<file path="src/rtl/mac_accumulator_if.sv">
// Handshake bundle for mac_accumulator: operand input channel and result output channel.
interface mac_accumulator_if;
    logic [3:0]  A;
    logic [3:0]  W;
    logic        IN_VALID;
    logic        IN_READY;
    logic [10:0] S;
    logic        SAT;
    logic        OUT_VALID;
    logic        OUT_READY;

    modport master (
        output A, W, IN_VALID, OUT_READY,
        input  IN_READY, S, SAT, OUT_VALID
    );

    modport slave (
        input  A, W, IN_VALID, OUT_READY,
        output IN_READY, S, SAT, OUT_VALID
    );
endinterface

</file>
<file path="src/rtl/mac_accumulator.sv">
// Saturating multiply-accumulate: sums LEN products of an unsigned 4-bit activation
// and a signed 4-bit weight into an 11-bit clamped result, then holds it until accepted.
module mac_accumulator #(
    parameter int unsigned LEN = 8
) (
    input  logic              CLK,
    input  logic              RST,
    mac_accumulator_if.slave  bus
);
    typedef enum logic [1:0] {
        IDLE = 2'd0,
        ACC  = 2'd1,
        HOLD = 2'd2
    } state_t;

    localparam logic [6:0] LEN_C = 7'(LEN);

    state_t             state_q, state_d;
    logic [10:0]        acc_q, acc_d;
    logic [6:0]         cnt_q, cnt_d;
    logic               sat_q, sat_d;

    logic               in_ready_s;
    logic               xfer_s;
    logic signed [7:0]  a_ext_s;
    logic signed [7:0]  w_ext_s;
    logic signed [7:0]  prod_s;
    logic [10:0]        base_s;
    logic [11:0]        sum_s;

    // Adds a product to the running sum at 12 bits and clamps into the 11-bit signed range.
    // Bit 11 of the result flags that clamping took place; bits 10:0 are the clamped sum.
    function automatic logic [11:0] sat_add(input logic [10:0] acc, input logic [7:0] p);
        logic signed [11:0] sum;
        sum = $signed({acc[10], acc}) + $signed({{4{p[7]}}, p});
        if (sum > 12'sd1023) begin
            sat_add = {1'b1, 11'h3FF};
        end else if (sum < -12'sd1024) begin
            sat_add = {1'b1, 11'h400};
        end else begin
            sat_add = {1'b0, sum[10:0]};
        end
    endfunction

    // Product and candidate sum; a dot product always starts from zero in IDLE.
    always_comb begin
        a_ext_s = {4'b0000, bus.A};
        w_ext_s = {{4{bus.W[3]}}, bus.W};
        prod_s  = a_ext_s * w_ext_s;
        base_s  = (state_q == IDLE) ? 11'd0 : acc_q;
        sum_s   = sat_add(base_s, prod_s);
    end

    assign in_ready_s = (state_q != HOLD);
    assign xfer_s     = bus.IN_VALID & in_ready_s;

    // Next-state and datapath update for the IDLE / ACC / HOLD sequence.
    always_comb begin
        state_d = state_q;
        acc_d   = acc_q;
        cnt_d   = cnt_q;
        sat_d   = sat_q;
        case (state_q)
            IDLE: begin
                if (xfer_s) begin
                    acc_d = sum_s[10:0];
                    sat_d = sat_q | sum_s[11];
                    if (LEN_C == 7'd1) begin
                        state_d = HOLD;
                        cnt_d   = 7'd0;
                    end else begin
                        state_d = ACC;
                        cnt_d   = 7'd1;
                    end
                end else begin
                    state_d = IDLE;
                end
            end
            ACC: begin
                if (xfer_s) begin
                    acc_d = sum_s[10:0];
                    sat_d = sat_q | sum_s[11];
                    if (cnt_q == (LEN_C - 7'd1)) begin
                        state_d = HOLD;
                        cnt_d   = 7'd0;
                    end else begin
                        state_d = ACC;
                        cnt_d   = cnt_q + 7'd1;
                    end
                end else begin
                    state_d = ACC;
                end
            end
            HOLD: begin
                if (bus.OUT_READY) begin
                    state_d = IDLE;
                    acc_d   = 11'd0;
                    cnt_d   = 7'd0;
                    sat_d   = 1'b0;
                end else begin
                    state_d = HOLD;
                end
            end
            default: begin
                state_d = IDLE;
                acc_d   = 11'd0;
                cnt_d   = 7'd0;
                sat_d   = 1'b0;
            end
        endcase
    end

    // State and datapath registers with asynchronous clear.
    always_ff @(posedge CLK or posedge RST) begin
        if (RST) begin
            state_q <= IDLE;
            acc_q   <= 11'd0;
            cnt_q   <= 7'd0;
            sat_q   <= 1'b0;
        end else begin
            state_q <= state_d;
            acc_q   <= acc_d;
            cnt_q   <= cnt_d;
            sat_q   <= sat_d;
        end
    end

    assign bus.IN_READY  = in_ready_s;
    assign bus.OUT_VALID = (state_q == HOLD);
    assign bus.S         = acc_q;
    assign bus.SAT       = sat_q;
endmodule

</file>
<file path="src/flat_wrapper.sv">
// flat-port wrapper written by rule: the top's interface ports become plain ports
module mac_accumulator_flat 
#(
    parameter int unsigned LEN = 8
)
  (CLK, RST, bus_A, bus_W, bus_IN_VALID, bus_OUT_READY, bus_IN_READY, bus_S, bus_SAT, bus_OUT_VALID);
  mac_accumulator_if bus_i ();
  input  logic CLK;
  input  logic RST;
  input wire logic [$bits(bus_i.A)-1:0] bus_A;
  input wire logic [$bits(bus_i.W)-1:0] bus_W;
  input wire logic [$bits(bus_i.IN_VALID)-1:0] bus_IN_VALID;
  input wire logic [$bits(bus_i.OUT_READY)-1:0] bus_OUT_READY;
  output wire logic [$bits(bus_i.IN_READY)-1:0] bus_IN_READY;
  output wire logic [$bits(bus_i.S)-1:0] bus_S;
  output wire logic [$bits(bus_i.SAT)-1:0] bus_SAT;
  output wire logic [$bits(bus_i.OUT_VALID)-1:0] bus_OUT_VALID;
  assign bus_i.A = bus_A;
  assign bus_i.W = bus_W;
  assign bus_i.IN_VALID = bus_IN_VALID;
  assign bus_i.OUT_READY = bus_OUT_READY;
  assign bus_IN_READY = bus_i.IN_READY;
  assign bus_S = bus_i.S;
  assign bus_SAT = bus_i.SAT;
  assign bus_OUT_VALID = bus_i.OUT_VALID;
  mac_accumulator #(.LEN(LEN)) u_core (.CLK(CLK), .RST(RST), .bus(bus_i));
endmodule
</file>
<file path="config.mk">
export PLATFORM = sky130hd
export DESIGN_NAME = mac_accumulator_flat
export DESIGN_NICKNAME = d
export VERILOG_FILES = /design/src/rtl/mac_accumulator_if.sv /design/src/rtl/mac_accumulator.sv /design/src/flat_wrapper.sv
export SDC_FILE = /design/constraint.sdc
export NUM_CORES = 1
export LEC_CHECK = 0
export ABC_AREA = 1
export CAP_MARGIN = 10
export CORE_UTILIZATION = 50
export DETAILED_ROUTE_END_ITERATION = 10
export HOLD_SLACK_MARGIN = 0.05
export PLACE_DENSITY_LB_ADDON = 0.15
export SETUP_SLACK_MARGIN = 0.15
export SLEW_MARGIN = 20
export SYNTH_ARGS = -nofsm -noshare
export SYNTH_HDL_FRONTEND = slang
export SYNTH_SLANG_ARGS = --single-unit
export TNS_END_PERCENT = 30
</file>
<file path="constraint.sdc">
create_clock -name CLK -period 4.5 [get_ports CLK]
set_input_delay 0.45 -clock CLK [delete_from_list [all_inputs] [get_ports CLK]]
set_output_delay 0.45 -clock CLK [all_outputs]
set_load 0.005 [all_outputs]
</file>
======== After elaboration in Yosys (flattened, before gate mapping) ========
Index checks and enable logic that the tools add are counted.
cells by class
  $lt $le $gt $ge ......................... 2
  $add $sub $neg .......................... 2
  eq/ne operators ......................... 8
  $mul .................................... 1
  mux-type cells .......................... 19
  bitwise gates (word level) .............. 2
  reduce and logical (&&, ||, !) cells .... 4
operators with widths
  cell                                                  count
  two-way mux 11 bit                                    3
  two-way mux 7 bit                                     4
  two-way mux 12 bit                                    2
  case mux 11 bit (2 select lines)                      1
  case mux 7 bit (3 select lines)                       1
  adder 11 x 8 -> 12 bit                                1
  > comparator 12 x 11 -> 1 bit, second input constant  1
  < comparator 12 x 11 -> 1 bit, second input constant  1
  multiplier 5 x 4 -> 8 bit                             1
  adder 7 x 1 -> 7 bit, second input constant           1
  equality test 7 x 3 -> 1 bit, second input constant   1
  two-way mux 2 bit                                     3
  != test 2 x 1 -> 1 bit, second input constant         3
  case mux 2 bit (3 select lines)                       1
  != test 2 bit, second input constant                  2
  two-way mux 1 bit                                     3
  AND reduction 3 bit                                   1
  equality test 2 x 1 -> 1 bit, second input constant   1
  equality test 2 bit, second input constant            1
  zero test 2 bit                                       1
  case mux 1 bit (2 select lines)                       1
  AND reduction 2 bit                                   1
  OR reduction 2 bit                                    1
  bitwise AND 1 bit                                     1
  OR 1 bit                                              1
storage, ports and cells
  register bits ........................... 21
  input bits .............................. 12
  logic and storage cells ................. 42
  output and inout port bits .............. 14

======== Depth between registers and ports, before layout ========
  word-level depth ........................ 9
  depth in mapped cells ................... 30
  mapped depth without buffers ............ 30

======== Least setup slack after synthesis ========
Ideal clock, no wire load.
  path kind ............................... input port to flip-flop
  start ................................... input port bus_W[3]
  end ..................................... register u_core.acc_q[5], in the netlist u_core.bus.S[5]
  slack ................................... -0.245 ns
  arrival time ............................ 4.624 ns
  stages .................................. 28
  buffers on the path ..................... 0
  cells stage by stage .................... inv_2 -> or2_2 -> fa_1 -> fa_1 -> inv_1 -> fa_1 -> ha_1 -> inv_1 -> fa_1 -> nor2_2 -> nor2_2 -> nand3_2 -> nand2_2 -> ha_1 -> nand2_1 -> o21a_1 -> nand2_1 -> inv_1 -> nor2_1 -> nand2_1 -> nand3_1 -> nand2_2 -> inv_2 -> nand2_2 -> nand2_2 -> inv_4 -> nand2_1 -> nand3_2
between the ends
  word-level cells in the longest chain between the ends .. 7
ends and longest elaborated chain
  what                                  line                                          source
  from (decl)                           flat_wrapper.sv:11                            input wire logic [$bits(bus_i.W)-1:0] bus_W;
  multiplier 5 x 4 -> 8 bit (*)         mac_accumulator.sv:49                         prod_s = a_ext_s * w_ext_s;
  adder 11 x 8 -> 12 bit (*)            mac_accumulator.sv:35                         sum = $signed({acc[10], acc}) + $signed({{4{p[7]}}, p});
  < comparator 12 x 11 -> 1 bit         mac_accumulator.sv:38                         end else if (sum < -12'sd1024) begin
  two-way mux 12 bit                    mac_accumulator.sv:38
  two-way mux 12 bit (*)                mac_accumulator.sv:36                         if (sum > 12'sd1023) begin
  two-way mux 11 bit (*)                mac_accumulator.sv:65, mac_accumulator.sv:80
  case mux 11 bit (2 select lines) (*)  mac_accumulator.sv:63                         case (state_q)
  to (signal assigned)                  mac_accumulator.sv:117                        acc_q <= 11'd0;
  to (signal assigned)                  mac_accumulator.sv:122                        acc_q <= acc_d;
  to (decl)                             mac_accumulator.sv:19                         logic [10:0] acc_q, acc_d;
Every way passes the cells marked *; elsewhere a longest branch is shown, timed or not. The select of a mux whose other input is x is not followed.
A chain may end at the register's enable or synchronous reset.

======== Worst setup path after layout ========
  start ................................... input port bus_W[3]
  end ..................................... register u_core.acc_q[2], in the netlist u_core.bus.S[2]
Same word-level chain as after synthesis.

==> results.sh <==
export IMPL_status="complete, no violations"
export IMPL_htreeDepth=1
export IMPL_yosysWarnings=0
export IMPL_grt_max_degree=22
export IMPL_pre_cts_slack_ns=-0.8186
export IMPL_gp_congestion=0.8297
export IMPL_p_clk_share_pct=7.1
export IMPL_hp_class="flip-flop to flip-flop"
export IMPL_vias=2087
export IMPL_cts_sinks=21
export IMPL_fmax_mhz=223.4
export IMPL_cts_root_buf="clkbuf_8"
export IMPL_worstReg2RegStart="u_core.state_q[1]"
export IMPL_drt_wirelength_per_cell_um=11.46
export IMPL_netlist_area_sq_um=2206
export IMPL_syn_inst=316
export IMPL_n_antenna_cell=0
export IMPL_yosys_top_cells_count="84 x nand2_1, 56 x inv_1, 28 x nor2_1"
export IMPL_dieArea_sq_um=4681
export IMPL_reg2reg_depth=19
export IMPL_final_hold_viol_count=0
export IMPL_num_rows=23
export IMPL_maxCapViolCount=0
export IMPL_rrSetupSlack_ns=1.86
export IMPL_cp_arrival_ns=4.68
export IMPL_chipHeight_um=68.42
export IMPL_yosysUniqueCellTypes=32
export IMPL_num_io_pins=26
export IMPL_finalWirelength_um=4903
export IMPL_die_w_um=68.42
export IMPL_drtIter0Drc=63
export IMPL_core_sq_um=4115
export IMPL_reg2reg_to="u_core.bus.S[2]"
export IMPL_clk_pin_slew_ns=0.08
export IMPL_setup_viol=0
export IMPL_drive_gt1_share_pct=25.40
export IMPL_drc=0
export IMPL_synth_ff_type="dfrtp_1"
export IMPL_port_buffers=25
export IMPL_fin_crit_sh_pct=99.47
export IMPL_critPathCaptureType="flip-flop"
export IMPL_cts_tree="built"
export IMPL_ant_nets=0
export IMPL_internal_power_w=0.0009458
export IMPL_vias_per_cell=4.876
export IMPL_syn_nets=359
export IMPL_rsz0062_at_grt="true"
export IMPL_fin_nets=422
export IMPL_overflow=0
export IMPL_drt_pass1_iterations=4
export IMPL_cts_made_buffers=3
export IMPL_ys_seq_area_share_pct=23.82
export IMPL_power_share_sequential_pct=18.5
export IMPL_ctsHoldBuffers=0
export IMPL_insertion_delay_ns=0.27
export IMPL_required_ns=4.71
export IMPL_async_flop_share_pct=100.0
export IMPL_min_to="u_core.bus.S[9]"
export IMPL_hp_start="u_core.bus.S[9]"
export IMPL_ir_drop_uv=414.6
export IMPL_ys_ff_latch=21
export IMPL_critPathLaunchType="primary input"
export IMPL_slew_headroom_pct=45.82
export IMPL_min_period_ns=4.476
export IMPL_skew_ns=0.003925
export IMPL_hpwl_um=3786
export IMPL_setup_tns_ns=0
export IMPL_synth_edff_count=0
export IMPL_slew_viol_final=0
export IMPL_setup_ws_ns=0.02403
export IMPL_crit_type="primary input to flip-flop"
export IMPL_post_synth_top_count_cell="nand2_1"
export IMPL_synth_top_area_cell="dfrtp_1"
export IMPL_power_total_w=0.001790
export IMPL_syn_to_final_growth_pct=32.90
export IMPL_cellPowerDensity_nw_per_um2=610.7
export IMPL_switching_share_pct=47.17
export IMPL_cp_max_fo=5
export IMPL_antenna_found_initial=0
export IMPL_power_switching_w=0.0008443
export IMPL_tightest_slew_ns=0.8118
export IMPL_whs_path_depth=2
export IMPL_comb_power_share_pct=74.3
export IMPL_yosys_top_cells_area="dfrtp_1 24%, nand2_1 14%, ha_1 14%, inv_1 9.5%, fa_1 5.4%"
export IMPL_syn_avg_cell_area_sq_um=6.981
export IMPL_p_leak_nw=1.649
export IMPL_clockBufferDepth=2
export IMPL_grt_pass1_wl_um=7928
export IMPL_grt_pass1_vias=1841
export IMPL_initial_core_util_pct=53.60
export IMPL_grt_usage_pct=22.51
export IMPL_synth_top_cell_area_share_pct=23.82
==> cells by family (layout without fill, tap and decap cells) <==
| logic type | count (synthesis) | count (layout) | share of synthesized area [%] |
|---|---|---|---|
| AO/OA/AOI/OAI | 31 | 31 | 9.019 |
| XOR/XNOR | 8 | 8 | 3.176 |
| adder cells (fa/ha/maj) | 31 | 31 | 19.63 |
| buffers and inverters | 67 | 129 | 11.51 |
| flip-flops | 21 | 21 | 23.82 |
| AND/OR/NAND/NOR | 158 | 158 | 32.84 |
==> per-stage QoR <==
step           cells  utilization (%)  hold slack, ns  instance area, sq um
5_1_grt          428            71.24          0.5451                  2932
2_1_floorplan    316                -          0.4265                  2265
6_report         428            71.24          0.5091                  2932
3_3_place_gp     417            67.47          0.4917                  2776
3_5_place_dp     417            67.47          0.4937                  2776
4_1_cts          427            70.20          0.5136                  2889
==> flip-flops by register name, summed over array words and instances, names as in the netlist <==
| name | count |
|---|---|
| u_core.bus.S | 11 |
| u_core.bus.SAT | 1 |
| u_core.cnt_q | 7 |
| u_core.state_q | 2 |
==> power groups by stage <==
stage	registers [W]	clock network (W)	logic [W]
after global placement	0.000330	0	0.00122
final	0.000331	0.000128	0.00133
after detailed placement	0.000332	0	0.00124
after CTS	0.000330	0.000130	0.00130
after global routing	0.000342	0.000137	0.00149
after floorplan	0.000326	0	0.000838
==> worst max-delay path, stage by stage <==
cell	delay, ns
buf_12	0.09
inv_12	0.02
or2_4	0.22
fa_1	0.46
fa_1	0.50
inv_2	0.04
fa_1	0.55
ha_2	0.19
inv_2	0.04
fa_2	0.38
nand3b_1	0.18
nand2_2	0.10
nand3_4	0.09
nand2_4	0.09
ha_4	0.14
nand2_2	0.05
o21a_1	0.17
nand2_2	0.08
nand3_1	0.06
o21bai_1	0.13
nand2_1	0.08
nand2_2	0.11
inv_2	0.05
nand2_4	0.09
nand2_8	0.08
inv_8	0.10
o21ai_2	0.05
nand2_1	0.06
==> placed cells by master, fill, tap and decap left out, types with 2 or more instances in the layout <==
master           Yosys  layout
inv_1               56      53
inv_2                9      10
nor3b_1              2       2
nand2_2             11      16
nor3_1               2       2
fa_1                 6       5
ha_1                25      23
nor2_2               2       3
nand3_1             14      14
nor2_1              28      27
dfrtp_1             21      21
clkdlybuf4s50_1      0      19
o21ai_0              5       5
o22ai_1              2       2
xor2_1               4       4
a21oi_2              1       2
nand2_4              1       3
dlygate4sd2_1        0       3
nand4_1              3       3
a21oi_1             12      11
buf_4                0      33
xnor2_1              4       4
nand3_2              6       4
nand2_1             84      76
o21ai_2              7       7
inv_8                0       2
nand3_4              0       2
clkbuf_8             0       3
==> layer usage <==
layer | up-vias | track usage, % | part of all wire, %
li1 | 1113 | - | -
met1 | 950 | 31.91 | 51
met2 | 20 | 36.03 | 46
met3 | 4 | 4.167 | 2.6
met4 | 0 | 3.125 | 0.39
met5 | - | 0 | 0
==> cell type report <==
class / instances / area (sq um)
multi-input cells: 228 / 1511
repair inverters: 1 / 11.26
flip-flops and latches: 21 / 525.5
clock buffers: 4 / 45.04
well taps: 50 / 62.56
repair buffers: 58 / 505.5
fillers: 326 / 1184
inverters: 66 / 270.3
==> worst max path at each step <==
stage | start | endpoint | cells past startpoint | slack [ns]
2_1_floorplan | bus_W[3] | u_core.bus.S[3] | 27 | 0.03
3_3_place_gp | bus_W[3] | u_core.bus.S[0] | 28 | -0.74
3_5_place_dp | bus_W[3] | u_core.bus.S[0] | 27 | -0.82
4_1_cts | bus_W[3] | u_core.bus.S[2] | 29 | -0.02
5_1_grt | bus_W[3] | u_core.bus.S[2] | 29 | -0.19
6_report | bus_W[3] | u_core.bus.S[2] | 28 | 0.02
==> timing repair <==
item | CTS | global route
cloned | 1 | 0
gates resized for setup | 24 | 10
endpoints found under the setup margin | 12 | 12
endpoints found under the hold margin | 0 | 0
pin swaps | 19 | 16
setup buffers | 5 | 1
(Power assumes the default switching activity.)
